===== src/rtl/clause_bcp_engine.sv =====
// clause_bcp_engine
// Clause store plus sequential Boolean constraint propagation. Evaluates one
// clause slot per cycle, committing unit implications immediately, and
// repeats full passes until a pass makes no change or a clause conflicts.
//
// Ports:
//   clk, rst                  clock, asynchronous active-high reset
//   wr_i, clause_i,
//   clause_len_i, clear_i     clause-slot write / invalidate (IDLE only)
//   start_i, cur_lvl_i,
//   var_value_i, var_lvl_i    run launch with initial assignment and levels
//   var_value_o, var_lvl_o    working assignment / levels
//   busy_o, done_o            run in progress / one-cycle completion pulse
//   conflict_o,
//   conflict_idx_o            conflict flag and conflicting slot
//   imp_count_o               number of implications in the last run
//   learntc_insert_index_o,
//   full_o                    one-hot lowest empty slot / no empty slot
module clause_bcp_engine #(
    parameter int unsigned NUM_CLAUSES = 8,
    parameter int unsigned NUM_VARS    = 8,
    parameter int unsigned WIDTH_LVL   = 16,
    parameter int unsigned WIDTH_C_LEN = 4
) (
    input  logic                              clk,
    input  logic                              rst,
    input  logic [NUM_CLAUSES-1:0]            wr_i,
    input  logic [2*NUM_VARS-1:0]             clause_i,
    input  logic [WIDTH_C_LEN-1:0]            clause_len_i,
    input  logic                              clear_i,
    input  logic                              start_i,
    input  logic [WIDTH_LVL-1:0]              cur_lvl_i,
    input  logic [3*NUM_VARS-1:0]             var_value_i,
    input  logic [NUM_VARS*WIDTH_LVL-1:0]     var_lvl_i,
    output logic [3*NUM_VARS-1:0]             var_value_o,
    output logic [NUM_VARS*WIDTH_LVL-1:0]     var_lvl_o,
    output logic                              busy_o,
    output logic                              done_o,
    output logic                              conflict_o,
    output logic [$clog2(NUM_CLAUSES)-1:0]    conflict_idx_o,
    output logic [$clog2(NUM_VARS+1)-1:0]     imp_count_o,
    output logic [NUM_CLAUSES-1:0]            learntc_insert_index_o,
    output logic                              full_o
);

    localparam int unsigned CIW = $clog2(NUM_CLAUSES);
    localparam int unsigned ICW = $clog2(NUM_VARS + 1);
    localparam int unsigned VIW = (NUM_VARS > 1) ? $clog2(NUM_VARS) : 1;
    localparam logic [CIW-1:0] K_LAST = CIW'(NUM_CLAUSES - 1);

    typedef enum logic [1:0] {
        IDLE = 2'd0,
        SCAN = 2'd1,
        DONE = 2'd2
    } state_t;

    state_t                          state_q, state_d;
    logic [2*NUM_VARS-1:0]           cls_q [NUM_CLAUSES];
    logic [2*NUM_VARS-1:0]           cls_d [NUM_CLAUSES];
    logic [WIDTH_C_LEN-1:0]          len_q [NUM_CLAUSES];
    logic [WIDTH_C_LEN-1:0]          len_d [NUM_CLAUSES];
    logic [3*NUM_VARS-1:0]           val_q, val_d;
    logic [NUM_VARS*WIDTH_LVL-1:0]   lvl_q, lvl_d;
    logic [CIW-1:0]                  k_q, k_d;
    logic                            changed_q, changed_d;
    logic                            conflict_q, conflict_d;
    logic [CIW-1:0]                  conf_idx_q, conf_idx_d;
    logic [ICW-1:0]                  imp_q, imp_d;

    // Literal classification of the slot under evaluation
    logic [2*NUM_VARS-1:0] cur_cls;
    logic [NUM_VARS-1:0]   lit_pos, lit_neg, var_t, var_f, lit_true, lit_free;
    logic [VIW-1:0]        free_idx;
    logic                  any_true, no_free, one_free, free_pos;

    assign cur_cls = cls_q[k_q];

    for (genvar v = 0; v < NUM_VARS; v++) begin : g_lit
        assign lit_pos[v]  = (cur_cls[2*v +: 2] == 2'b01);
        assign lit_neg[v]  = (cur_cls[2*v +: 2] == 2'b10);
        assign var_t[v]    = (val_q[3*v +: 2] == 2'b01);
        assign var_f[v]    = (val_q[3*v +: 2] == 2'b10);
        assign lit_true[v] = (lit_pos[v] & var_t[v]) | (lit_neg[v] & var_f[v]);
        assign lit_free[v] = (lit_pos[v] | lit_neg[v]) & ~var_t[v] & ~var_f[v];
    end

    assign any_true = |lit_true;
    assign no_free  = (lit_free == '0);
    // Power-of-two test: exactly one free literal
    assign one_free = !no_free && ((lit_free & (lit_free - NUM_VARS'(1))) == '0);

    always_comb begin
        free_idx = '0;
        for (int v = 0; v < int'(NUM_VARS); v++) begin
            if (lit_free[v]) free_idx = VIW'(v);
        end
    end

    assign free_pos = lit_pos[free_idx];

    // Lowest empty slot, one-hot; zero when every slot is occupied
    always_comb begin
        learntc_insert_index_o = '0;
        for (int i = int'(NUM_CLAUSES) - 1; i >= 0; i--) begin
            if (len_q[i] == '0) begin
                learntc_insert_index_o    = '0;
                learntc_insert_index_o[i] = 1'b1;
            end
        end
    end

    assign full_o = (learntc_insert_index_o == '0);

    // Next-state and datapath update
    always_comb begin
        state_d    = state_q;
        cls_d      = cls_q;
        len_d      = len_q;
        val_d      = val_q;
        lvl_d      = lvl_q;
        k_d        = k_q;
        changed_d  = changed_q;
        conflict_d = conflict_q;
        conf_idx_d = conf_idx_q;
        imp_d      = imp_q;

        case (state_q)
            IDLE: begin
                if (clear_i) begin
                    for (int i = 0; i < int'(NUM_CLAUSES); i++) len_d[i] = '0;
                end else begin
                    for (int i = 0; i < int'(NUM_CLAUSES); i++) begin
                        if (wr_i[i]) begin
                            cls_d[i] = clause_i;
                            len_d[i] = clause_len_i;
                        end
                    end
                end
                if (start_i) begin
                    val_d      = var_value_i;
                    lvl_d      = var_lvl_i;
                    imp_d      = '0;
                    conflict_d = 1'b0;
                    conf_idx_d = '0;
                    k_d        = '0;
                    changed_d  = 1'b0;
                    state_d    = SCAN;
                end
            end

            SCAN: begin
                if ((len_q[k_q] != '0) && !any_true) begin
                    if (no_free) begin
                        conflict_d = 1'b1;
                        conf_idx_d = k_q;
                        state_d    = DONE;
                    end else if (one_free) begin
                        val_d[3*free_idx +: 3]                 = {1'b1, free_pos ? 2'b01 : 2'b10};
                        lvl_d[WIDTH_LVL*free_idx +: WIDTH_LVL] = cur_lvl_i;
                        changed_d                              = 1'b1;
                        imp_d                                  = imp_q + ICW'(1);
                    end
                end
                if (state_d == SCAN) begin
                    if (k_q == K_LAST) begin
                        // A pass that implied anything (including this slot) reruns
                        k_d = '0;
                        if (changed_d) changed_d = 1'b0;
                        else           state_d   = DONE;
                    end else begin
                        k_d = k_q + CIW'(1);
                    end
                end
            end

            DONE: state_d = IDLE;

            default: state_d = IDLE;
        endcase
    end

    // State and datapath registers
    always_ff @(posedge clk or posedge rst) begin
        if (rst) begin
            state_q    <= IDLE;
            cls_q      <= '{default: '0};
            len_q      <= '{default: '0};
            val_q      <= '0;
            lvl_q      <= '0;
            k_q        <= '0;
            changed_q  <= 1'b0;
            conflict_q <= 1'b0;
            conf_idx_q <= '0;
            imp_q      <= '0;
        end else begin
            state_q    <= state_d;
            cls_q      <= cls_d;
            len_q      <= len_d;
            val_q      <= val_d;
            lvl_q      <= lvl_d;
            k_q        <= k_d;
            changed_q  <= changed_d;
            conflict_q <= conflict_d;
            conf_idx_q <= conf_idx_d;
            imp_q      <= imp_d;
        end
    end

    assign var_value_o    = val_q;
    assign var_lvl_o      = lvl_q;
    assign busy_o         = (state_q != IDLE);
    assign done_o         = (state_q == DONE);
    assign conflict_o     = conflict_q;
    assign conflict_idx_o = conf_idx_q;
    assign imp_count_o    = imp_q;

endmodule


===== config.mk =====
export PLATFORM = sky130hd
export DESIGN_NAME = clause_bcp_engine
export DESIGN_NICKNAME = d
export VERILOG_FILES = /design/src/rtl/clause_bcp_engine.sv
export SDC_FILE = /design/constraint.sdc
export NUM_CORES = 1
export LEC_CHECK = 0
export ABC_AREA = 0
export BUFFER_PORTS_ARGS = -buffer_cell sky130_fd_sc_hd__buf_2
export CORE_MARGIN = 2
export CORE_UTILIZATION = 40
export CTS_CLUSTER_SIZE = 24
export DETAILED_ROUTE_END_ITERATION = 6
export GPL_ROUTABILITY_DRIVEN = 0
export PLACE_DENSITY = 0.73
export SLEW_MARGIN = 40
export SYNTH_ARGS = -nofsm -noshare
export SYNTH_HDL_FRONTEND = slang
export SYNTH_SLANG_ARGS = --single-unit

===== constraint.sdc =====
create_clock -name clk -period 24.7 [get_ports clk]
set_clock_uncertainty 0.05 [all_clocks]
set_input_delay 0 -clock clk [delete_from_list [all_inputs] [get_ports clk]]
set_output_delay 0 -clock clk [all_outputs]
set_load 0.005 [all_outputs]

### After elaboration in Yosys (flattened, before gate mapping)

Cells that the tools add are included.

| operators by class | value |
|---|---|
| shift operators | 4 |
| order comparisons | 2 |
| $mul | 1 |
| multiplexer cells | 76 |
| $add $sub $neg | 5 |
| equal/unequal tests | 42 |
| reductions and logical operators | 48 |
| bitwise gates (word level) | 67 |

Operator list:

| cell | count |
|---|---|
| 128-bit 2-to-1 mux | 4 |
| 128-bit one-hot mux with 2 select lines | 1 |
| 128-bit bitwise mux | 1 |
| 16-bit by 34-bit variable shift with 128-bit output, first input constant | 1 |
| 16-bit by 34-bit variable part select with 128-bit output | 1 |
| 24-bit 2-to-1 mux | 4 |
| 8-bit 2-to-1 mux | 8 |
| 4-bit 2-to-1 mux | 14 |
| 16-bit binary-select mux with 3-bit select | 1 |
| 24-bit one-hot mux with 2 select lines | 1 |
| 2-bit by 1-bit == test with 1-bit output, second input constant | 18 |
| 2-bit == test, second input constant | 17 |
| 5-bit negator with 34-bit output | 1 |
| 7-bit negator with 34-bit output | 1 |
| 3-bit by 34-bit variable shift with 24-bit output, first input constant | 1 |
| 3-bit by 34-bit variable part select with 24-bit output | 1 |
| 3-bit 2-to-1 mux | 11 |
| 1-bit AND | 32 |
| 4-bit logical NOT | 8 |
| 16-bit 2-to-1 mux | 2 |
| 32-bit 2-to-1 mux | 1 |
| 3-bit AND reduction | 9 |
| 24-bit bitwise mux | 1 |
| 8-bit logical NOT | 3 |
| other kinds (29) | 103 |

| word-level totals | value |
|---|---|
| bits of input ports | 200 |
| register bits after elaboration | 326 |

### Depth between registers and ports, before layout

| logic depth | value |
|---|---|
| depth in word-level cells | 24 |
| gate-level depth with buffers | 24 |
| mapped depth without buffers | 17 |

### Worst setup path before layout

OpenSTA, ideal clock, no wires.

| timing | value |
|---|---|
| path type | flip-flop to flip-flop |
| start point | register k_q[0] |
| end point | register lvl_q[80], in the netlist var_lvl_o[80] |
| setup slack | 18.939 ns |
| arrival time | 5.645 ns |
| path buffers | 6 |
| stages on the path, launching flop included | 23 |
| setup time | 0.065 ns |
| clock period less this slack | 5.761 ns |
| path through | dfrtp_1 -> buf_1 -> clkbuf_1 -> mux4_2 -> nand2_1 -> and2_1 -> inv_1 -> ha_1 -> inv_1 -> a211oi_1 -> o211ai_2 -> and2_1 -> buf_2 -> clkbuf_1 -> ha_1 -> ha_1 -> clkbuf_1 -> inv_1 -> nand2_1 -> a211oi_1 -> clkbuf_1 -> a22o_1 -> mux2_1 |

| between the ends | value |
|---|---|
| longest elaborated chain between the ends | 22 |
| elaborated cells on any way between the ends | 100 |
| classes of those cells | 2 x add/sub; 19 x eq/ne; 2 x shift; 18 x mux; 50 x bitwise; 9 x reduce/logical |

Ends and longest elaborated chain:

| item | RTL line | RTL |
|---|---|---|
| start, declared | 64 | `logic [CIW-1:0] k_q, k_d;` |
| start signal, assigned | 201 | `k_q <= k_d;` |
| 3-bit inverter with 4-bit output (not written as such) * | 76, 152 |  |
| 16-bit binary-select mux with 3-bit select | 76 | `assign cur_cls = cls_q[k_q];` |
| 16-bit 2-to-1 mux (not written as such) (2 in a row) | 76 |  |
| 2-bit by 1-bit == test with 1-bit output / 2-bit == test (equally long branches) | 79, 80 |  |
| 1-bit bitwise OR | 84 | `assign lit_free[v] = (lit_pos[v] \| lit_neg[v]) & ~var_t[v] & ~var_f[v];` |
| 1-bit AND (2 in a row) | 84 |  |
| 1-bit 2-to-1 mux | 95 | `if (lit_free[v]) free_idx = VIW'(v);` |
| 3-bit 2-to-1 mux (6 in a row) | 95 |  |
| 7-bit negator with 34-bit output | 159 | `lvl_d[WIDTH_LVL*free_idx +: WIDTH_LVL] = cur_lvl_i;` |
| 16-bit by 34-bit variable part select with 128-bit output / 16-bit by 34-bit variable shift with 128-bit output (equally long branches) | 159 |  |
| 128-bit bitwise mux | 159 |  |
| 128-bit 2-to-1 mux | 157 | `end else if (one_free) begin` |
| 128-bit 2-to-1 mux | 153 | `if (no_free) begin` |
| 128-bit 2-to-1 mux | 152 | `if ((len_q[k_q] != '0) && !any_true) begin` |
| 128-bit one-hot mux with 2 select lines | 127 | `case (state_q)` |
| end signal, assigned | 200 | `lvl_q <= lvl_d;` |
| end, declared | 63 | `logic [NUM_VARS*WIDTH_LVL-1:0] lvl_q, lvl_d;` |

Mark *: on every way between the ends. The rest lies on a longest branch, timed or not. The select of a mux whose other input is x is not followed.
A chain may end at the register's enable or synchronous reset.

### Final worst setup path

| timing | value |
|---|---|
| start point | register k_q[0] |
| end point | register lvl_q[9], in the netlist var_lvl_o[9] |

The elaborated chain is that of the path after synthesis.

==> flow_summary.yaml <==
sta:
  fmax_mhz: 155.7
  setup_viol: 0
  rsz0062_at_grt: "false"
  slew_viol_final: 0
  min_period_ns: 6.421
  relSlewSlack_pct: 42.88
  setup_ws_ns: 18.28
  worst_slew_pin_slew_ns: 0.8568
  hold_violations: 0
  post-route-period-util_pct: 26.00
  fin_setup_tns_ns: 0
synthesis:
  synth-warning-count: 0
  syn_nets: 1508
  ys_ff_latch: 326
  syn_area_um2: 16390
  yosysUniqueCellTypes: 66
  synth-edff-count: 0
  ys_async_sr_fraction_pct: 100.0
  ys_seq_area_share_pct: 49.77
  synth_cells: 1285
  syn_area_per_cell_um2: 12.76
  synth_ff_type: "dfrtp_1"
min_path:
  hold_depth: 3
  hold_path.class: "primary input to flop"
cts:
  cts-root-buf: "clkbuf_16"
  clkLatencyLatePin_ns: 0.57
  hold_buffers: 260
  cts_buffers: 38
  cts_tree: "yes"
  cts.clk_slew.worst_paths_ns: 0.06
  clock-sinks: 326
  post_cts_resized: 0
  cts_buffer_depth: 3
  postCtsSetupBuffers: 0
  htree_levels: 2
floorplanning:
  start_util_pct: 40.33
  die_area_um2: 42610
  rows: 74
  chipHeight_um: 206.4
  die_w_um: 206.4
  core_area_um2: 40650
  io_pins: 371
worst_setup_path:
  crit_fanout: 55
  crit_arrival_ns: 6.87
  rr_worst_depth: 16
  critPathLaunchType: "flop"
  worstSetupPathType: "flop to flop"
  crit_path_end_kind: "flop"
  cp.required_ns: 25.14
drt:
  avgViaCountPerCell: 5.713
  detail-route-antenna-nets: 0
  post_drt_wl_per_cell_um: 23.63
  routed_wl_mm: 57.31
  dr.pass1.iters: 5
  drtIter0Drc: 1041
  drc: 0
  vias: 13860
layout:
  final_core_util_pct: 55.32
  drive_above_1_share_pct: 36.80
  mostFrequentLayoutCells: "370 x buf_2, 325 x dfrtp_1, 260 x dlygate4sd3_1, 178 x mux2_2, 92 x mux2_1"
  area_growth_pct: 37.18
  layout_commonest_cell: "buf_2"
  nets: 2085
  fill_cells: 3233
grt:
  grt_max_degree: 106
  antenna_found_initial: 8
  track_usage_pct: 26.19
  grt_pass1_vias: 14410
  grt_pass1_wl_mm: 84.85
  gr-total-overflow: 0
flow_run:
  max_cap_viol_count: 0
placed_design:
  portBuffers: 370
  hpwl_mm: 36.74
  place_ws_ns: 18.86
run_status:
  outcome: "complete, no violations"
through the flow:
step / hold slack [ns] / std cells / area (µm²)
floorplan: 0.07262 / 1285 / 16390
global placement: 0.1448 / 2094 / 18590
detailed placement: 0.1495 / 2094 / 18620
CTS: 0.0002421 / 2418 / 22450
global route: 0.001164 / 2425 / 22490
finish: 0.01829 / 2425 / 22490
layer usage:
metal	vias to the layer above	part of all wire [%]	GRT usage, %	wire length, µm
li1	6027	-	-	-
met1	6933	39	31.48	22370
met2	688	47	41.99	26850
met3	205	8.7	8.089	4961
met4	2	5.4	14.13	3119
met5	-	0.023	0	13
state kept, by name, indices dropped and copies added (netlist names):
name	flops
len_q	32
var_value_o	24
conflict_o	1
changed_q	1
imp_count_o	4
conflict_idx_o	3
cls_q	128
var_lvl_o	128
state_q	2
k_q	3
worst max-delay path, stage by stage, from the launching register on:
cell and delay, ns:
dfrtp_2 0.71, buf_4 0.50, mux4_2 0.59, nand2_1 0.08, and2_1 0.18, ha_1 0.30, o211ai_1 0.32, o211ai_2 0.24
and2_4 0.40, ha_1 0.30, ha_1 0.40, nor3_1 0.41, and3b_1 0.25, and2_1 0.60, a22o_1 0.22, dlygate4sd3_1 0.58
mux2_1 0.16
area by class of cell:
cell class / instances / area [µm²] / share of cell area [%]
inverter: 36 / 142.6 / 0.6344
clock buffer: 52 / 1084 / 4.819
multi-input combinational: 816 / 7694 / 34.22
clock inverter: 12 / 146.4 / 0.6510
sequential: 326 / 8159 / 36.29
timing repair buffer: 644 / 4577 / 20.36
antenna: 7 / 17.52 / 0.07790
tap: 532 / 665.6 / 2.960
cells by family (layout without fill, tap and decap cells):
kind of cell | count (synthesis) | in the layout | share of synthesized area [%]
other | 0 | 7 | 0
multiplexers | 307 | 307 | 23.25
buffers and inverters | 143 | 744 | 3.603
adder cells (fa/ha/maj) | 23 | 23 | 1.756
XOR/XNOR | 10 | 10 | 0.5802
AO/OA/AOI/OAI | 282 | 282 | 14.76
flip-flops | 326 | 326 | 49.77
AND/OR/NAND/NOR | 194 | 194 | 6.282
Yosys cell counts, types with 5 or more instances:
master,number,area [µm²]
dfrtp_1,326,8158
mux2_2,178,2004
mux2_1,92,1036
a22o_1,91,797.0
a32o_1,73,730.7
clkbuf_1,64,240.2
nand2_1,62,232.7
inv_1,35,131.4
and2_1,33,206.5
mux4_2,32,720.7
buf_1,29,108.9
o21ai_0,27,135.1
nor2_1,25,93.84
ha_1,23,287.8
a21oi_1,13,65.06
nand3b_1,10,75.07
nor4_1,10,62.56
o22a_1,9,78.83
a211oi_1,8,60.06
a21oi_4,7,113.9
a31oi_1,7,43.79
buf_4,7,52.55
nand3_1,7,35.03
nor2b_1,7,43.79
nor3_1,7,35.03
xor2_1,7,61.31
or3_1,6,37.54
mux2i_1,5,50.05
nand4_1,5,31.28
o21ai_1,5,25.02
or4_1,5,37.54
path summary, 6_finish.rpt:
check	from	endpoint	slack (ns)
max in group asynchronous	rst	cls_q[22]	22.67
setup / recovery	k_q[0]	var_lvl_o[9]	18.28
hold / removal	cur_lvl_i[14]	var_lvl_o[78]	0.02
hold reg to reg	conflict_o	conflict_o	0.43
setup reg to reg	k_q[0]	var_lvl_o[9]	18.28
min in group asynchronous	rst	var_value_o[11]	0.10
Power is not shown: default switching activity piles up to over one toggle a cycle in this logic, so the estimate is an artifact.
